===== src/rtl/sample_stream_fifo_if.sv =====
// rtl/sample_stream_fifo_if.sv - stream, flush and status bundle for sample_stream_fifo
// master drives the input stream and the sink ready; slave is the FIFO side.
interface sample_stream_fifo_if #(
    parameter int DATA_WIDTH = 8,
    parameter int DEPTH      = 4
);
    localparam int AW = $clog2(DEPTH);

    logic                  flush;
    logic                  stream_in_valid;
    logic                  stream_in_ready;
    logic [DATA_WIDTH-1:0] stream_in_data;
    logic                  stream_out_valid;
    logic                  stream_out_ready;
    logic [DATA_WIDTH-1:0] stream_out_data;
    logic [AW:0]           level;
    logic [AW:0]           high_water;
    logic                  in_fire;

    modport master (
        output flush, stream_in_valid, stream_in_data, stream_out_ready,
        input  stream_in_ready, stream_out_valid, stream_out_data, level, high_water, in_fire
    );

    modport slave (
        input  flush, stream_in_valid, stream_in_data, stream_out_ready,
        output stream_in_ready, stream_out_valid, stream_out_data, level, high_water, in_fire
    );
endinterface


===== src/rtl/sample_stream_fifo.sv =====
// rtl/sample_stream_fifo.sv - ready/valid FIFO with occupancy, high-water mark and flush
// Optional zero-latency empty bypass: SAMPLE_STREAM_FIFO_BYPASS_EN.
module sample_stream_fifo #(
    parameter int DATA_WIDTH = 8,
    parameter int DEPTH      = 4
) (
    input  logic                  clk,
    input  logic                  rst,
    sample_stream_fifo_if.slave   bus
);
    localparam int AW = $clog2(DEPTH);
    localparam logic [AW:0] PTR_ONE = {{AW{1'b0}}, 1'b1};

    logic [DATA_WIDTH-1:0] mem [DEPTH];
    logic [AW:0] wr_ptr, rd_ptr, wr_ptr_nxt, rd_ptr_nxt, level_nxt, high_water_q;
    logic        empty, full, stored_valid, push, pop;

    // Pointers carry one extra wrap bit so full and empty are distinguishable.
    assign empty        = (wr_ptr == rd_ptr);
    assign full         = (wr_ptr[AW-1:0] == rd_ptr[AW-1:0]) && (wr_ptr[AW] != rd_ptr[AW]);
    assign stored_valid = !empty && !bus.flush;
    assign pop          = stored_valid && bus.stream_out_ready;

    assign bus.stream_in_ready = !full && !bus.flush;
    assign bus.in_fire         = bus.stream_in_valid && bus.stream_in_ready;
    assign bus.level           = wr_ptr - rd_ptr;
    assign bus.high_water      = high_water_q;

`ifdef SAMPLE_STREAM_FIFO_BYPASS_EN
    // An accepted word that meets an empty FIFO and a ready sink never touches storage.
    assign bus.stream_out_valid = stored_valid || (empty && bus.stream_in_valid && !bus.flush);
    assign bus.stream_out_data  = empty ? bus.stream_in_data : mem[rd_ptr[AW-1:0]];
    assign push                 = bus.in_fire && !(empty && bus.stream_out_ready);
`else
    assign bus.stream_out_valid = stored_valid;
    assign bus.stream_out_data  = mem[rd_ptr[AW-1:0]];
    assign push                 = bus.in_fire;
`endif

    always_comb begin
        wr_ptr_nxt = wr_ptr;
        rd_ptr_nxt = rd_ptr;
        if (bus.flush) begin
            wr_ptr_nxt = '0;
            rd_ptr_nxt = '0;
        end else begin
            if (push) wr_ptr_nxt = wr_ptr + PTR_ONE;
            if (pop)  rd_ptr_nxt = rd_ptr + PTR_ONE;
        end
        level_nxt = wr_ptr_nxt - rd_ptr_nxt;
    end

    always_ff @(posedge clk or posedge rst) begin
        if (rst) begin
            wr_ptr       <= '0;
            rd_ptr       <= '0;
            high_water_q <= '0;
        end else begin
            wr_ptr <= wr_ptr_nxt;
            rd_ptr <= rd_ptr_nxt;
            if (bus.flush)
                high_water_q <= '0;
            else if (level_nxt > high_water_q)
                high_water_q <= level_nxt;
        end
    end

    always_ff @(posedge clk) begin
        if (push) mem[wr_ptr[AW-1:0]] <= bus.stream_in_data;
    end
endmodule

===== src/flat_wrapper.sv =====
// flat-port wrapper written by rule: the top's interface ports become plain ports
module sample_stream_fifo_flat 
#(
    parameter int DATA_WIDTH = 8,
    parameter int DEPTH      = 4
)
  (clk, rst, bus_flush, bus_stream_in_valid, bus_stream_in_data, bus_stream_out_ready, bus_stream_in_ready, bus_stream_out_valid, bus_stream_out_data, bus_level, bus_high_water, bus_in_fire);
  sample_stream_fifo_if #(.DATA_WIDTH(DATA_WIDTH), .DEPTH(DEPTH)) bus_i ();
  input  logic clk;
  input  logic rst;
  input wire logic [$bits(bus_i.flush)-1:0] bus_flush;
  input wire logic [$bits(bus_i.stream_in_valid)-1:0] bus_stream_in_valid;
  input wire logic [$bits(bus_i.stream_in_data)-1:0] bus_stream_in_data;
  input wire logic [$bits(bus_i.stream_out_ready)-1:0] bus_stream_out_ready;
  output wire logic [$bits(bus_i.stream_in_ready)-1:0] bus_stream_in_ready;
  output wire logic [$bits(bus_i.stream_out_valid)-1:0] bus_stream_out_valid;
  output wire logic [$bits(bus_i.stream_out_data)-1:0] bus_stream_out_data;
  output wire logic [$bits(bus_i.level)-1:0] bus_level;
  output wire logic [$bits(bus_i.high_water)-1:0] bus_high_water;
  output wire logic [$bits(bus_i.in_fire)-1:0] bus_in_fire;
  assign bus_i.flush = bus_flush;
  assign bus_i.stream_in_valid = bus_stream_in_valid;
  assign bus_i.stream_in_data = bus_stream_in_data;
  assign bus_i.stream_out_ready = bus_stream_out_ready;
  assign bus_stream_in_ready = bus_i.stream_in_ready;
  assign bus_stream_out_valid = bus_i.stream_out_valid;
  assign bus_stream_out_data = bus_i.stream_out_data;
  assign bus_level = bus_i.level;
  assign bus_high_water = bus_i.high_water;
  assign bus_in_fire = bus_i.in_fire;
  sample_stream_fifo #(.DATA_WIDTH(DATA_WIDTH), .DEPTH(DEPTH)) u_core (.clk(clk), .rst(rst), .bus(bus_i));
endmodule

===== config.mk =====
export PLATFORM = sky130hd
export DESIGN_NAME = sample_stream_fifo_flat
export DESIGN_NICKNAME = d
export VERILOG_FILES = /design/src/rtl/sample_stream_fifo_if.sv /design/src/rtl/sample_stream_fifo.sv /design/src/flat_wrapper.sv
export SDC_FILE = /design/constraint.sdc
export NUM_CORES = 1
export LEC_CHECK = 0
export CAP_MARGIN = 10
export CORE_ASPECT_RATIO = 0.6
export CORE_MARGIN = 1.5
export CORE_UTILIZATION = 48
export CTS_BUF_LIST = sky130_fd_sc_hd__clkbuf_16
export DETAILED_ROUTE_END_ITERATION = 8
export PLACE_DENSITY = 0.86
export SYNTH_ARGS = -nofsm -noshare
export SYNTH_HDL_FRONTEND = slang
export SYNTH_SLANG_ARGS = --single-unit

===== constraint.sdc =====
create_clock -name clk -period 3.94 [get_ports clk]
set_clock_uncertainty 0.05 [all_clocks]
set_input_delay 0.394 -clock clk [delete_from_list [all_inputs] [get_ports clk]]
set_output_delay 0.394 -clock clk [all_outputs]
set_load 0.03 [all_outputs]

==> metrics.cfg, run 1 <==
[status]
status=finished with violations
violations=design-rule violations

[routing]
drcViolationCount=4
drt_iter0_markers=100
via_count=1195
wl_per_cell_um=21.1
via_per_inst=5.77
antenna_left=0
drt_first_pass_iters=6
totalWireLength_um=4360

[floorplanning]
core_area_um2=3760
io_pins=30
die_area_um2=4420
dieWidth_um=84.9
rows=17
die_h_um=52.1
start_util_pct=51.2

[sta]
worst_slew_pin_slew_ps=462
fin_crit_sh_pct=98.9
slew_headroom_pct=68.9
hold_violations=0
setup_tns_ps=0
finalSetupViolCount=0
maxSlewViolCount=0
max_freq_mhz=257
worst_slack_ps=42.6
fin_crit_ps=3900
whs_ps=331

[setup_path]
rr_startpoint=u_core.wr_ptr[1]
cp.required_ps=4060
cp_max_fo=7
crit_path_start=u_core.wr_ptr[1]
critical_path_class=register to register
startpoint_type=register
crit_path_end_kind=register
arrival_ps=4010

[clock_network]
clock_latency_ps=280
htreeDepth=2
cts_tree=built
clk_pin_slew_worst_paths_ps=60
cts_inserted_buffers=5
root_buffer=clkbuf_16
cts_sinks=41
clk_path_buf_depth=2

[grt]
grt_pass1_vias=1229
grt-ovfl-total=0
grt_start_max_net_pins=13
grt_usage_pct=21.1
antenna_found_initial=0
grt_pass1_wl_um=6480

[yosys]
synth_warnings=0
syn_area_per_cell_um2=15.8
synth.top_cells.by_count=edfxtp_1 (32), ha_1 (11), inv_1 (11), dfrtp_1 (9), mux4_2 (8)
yosysUniqueCellTypes=32
synth_edf_count=32
async_reset_ff_share_pct=22.0
synth-main-ff-cell=edfxtp_1
netlist_top_cells_area=edfxtp_1 (50%), dfrtp_1 (12%), mux4_2 (9.3%), ha_1 (7.1%), xnor2_1 (2.3%)
synth_top_area_share_pct=49.8
synth.most_common_cell=edfxtp_1
netlist_area_um2=1930
synth_top_area_cell=edfxtp_1
ys_seq_area_share_pct=61.5
netlist_instances=122
ys_ff_latch=41
synth_nets=148

[pwr]
p_leak_nw=0.942
fin_total_pwr_mw=1.59
power_density_nw_per_um2=635
peakVddDrop_mv=0.252

[finish]
num_antenna_cells=0
drive_gt1_share_pct=22.5
area_growth_pct=30.2
final_cells=207
final_util_pct=66.7
fin_nets=186
design_area_um2=2510

[placement]
hpwl_um=2900
postPlaceCellArea_um2=2290
gp_congestion=0.843
io_buffers=29
dp.cells=197
dp_slack_ps=-12.0

[job]
max-cap-violations=0

[min_path]
worst_hold_path_type=input port to asynchronous set/reset pin

-- routing by layer --
layer,share of wire (%),up-vias,global-route usage (%)
met2,50,42,35.2
li1,-,531,-
met4,2.7,0,9.84
met3,4.5,11,4.13
met1,43,611,27.2
met5,0,-,0
-- cell usage in the layout, fill, tap and decap left out, types with 2 or more instances in the layout --
cell and n:
a21boi_0 2, a41oi_2 2, and3_2 4, buf_4 6, clkbuf_16 5, clkdlybuf4s50_1 29, dfrtp_1 9, edfxtp_1 32
fa_1 2, ha_1 9, ha_4 2, inv_1 11, mux2i_1 2, mux4_2 8, nand2_1 2, nor2_1 7
o21ai_0 3, xnor2_1 5, xor2_1 2
-- cells by family after synthesis --
kind of cell,share of synthesized area [%]
and+or+nand+nor,5.25
buffers and inverters,3.24
DFF,61.5
adders and majority gates,9.21
muxes,10.4
AOI/OAI and AO/OA,7.26
xor gates and xnor gates,3.18
-- report_power, final --
group	switching, mW	internal [mW]
Sequential	0.0210	0.498
Clock	0.151	0.294
Combinational	0.352	0.280
-- final timing paths --
path	endpoint	slack [ps]	depth (start not counted)
max in group asynchronous	u_core.rd_ptr[1]	3250	2
worst min-delay path	u_core.wr_ptr[2]	330	2
worst max register to register	u_core.bus.high_water[2]	40	15
worst max-delay path	u_core.bus.high_water[2]	40	15
min in group clk	u_core.wr_ptr[0]	500	1
worst min register to register	u_core.wr_ptr[0]	500	1
-- layout make-up --
class	instances	area, µm²
clock buffer	5	125
multi-input combinational	65	727
inverter	12	45.0
tap	47	58.8
clock inverter	2	35.0
fill	236	1250
sequential	41	1190
timing repair buffer	35	335
-- state kept, by name, summed over array words and instances, names as in the netlist --
register / count
u_core.bus.high_water: 3
u_core.wr_ptr: 3
u_core.mem: 32
u_core.rd_ptr: 3
-- worst max-delay path: stages (launching register included) --
cell and delay [ps]:
dfrtp_1 460, ha_4 370, a31oi_4 130, nand2_2 120, inv_2 60, or3_1 320, a21boi_1 150, ha_1 190
inv_1 100, fa_1 460, ha_1 330, nor2b_1 150, o21ai_0 110, a32oi_2 340, nor2_1 140, a211oi_2 300
-- repair_timing --
action / in CTS / in global routing
resized for setup: 2 / 4
setup endpoints to repair: 3 / 3
buffers inserted: 0 / 3
hold buffers: 0 / 0
endpoints found under the hold margin: 0 / 0
pin swaps: 0 / 2
(Power assumes the default switching activity.)
==> inputs of run 2 (changes only) <==
Settings changed: CTS_CLUSTER_SIZE set to 28.
==> results of run 2 <==
Final layout, timing and power as in run 1 (identical DEF).
==> inputs of run 3 (changes only) <==
Settings changed: CTS_CLUSTER_DIAMETER set to 120, SLEW_MARGIN set to 5.
==> results of run 3 <==
Final layout, timing and power as in run 1 (identical DEF).
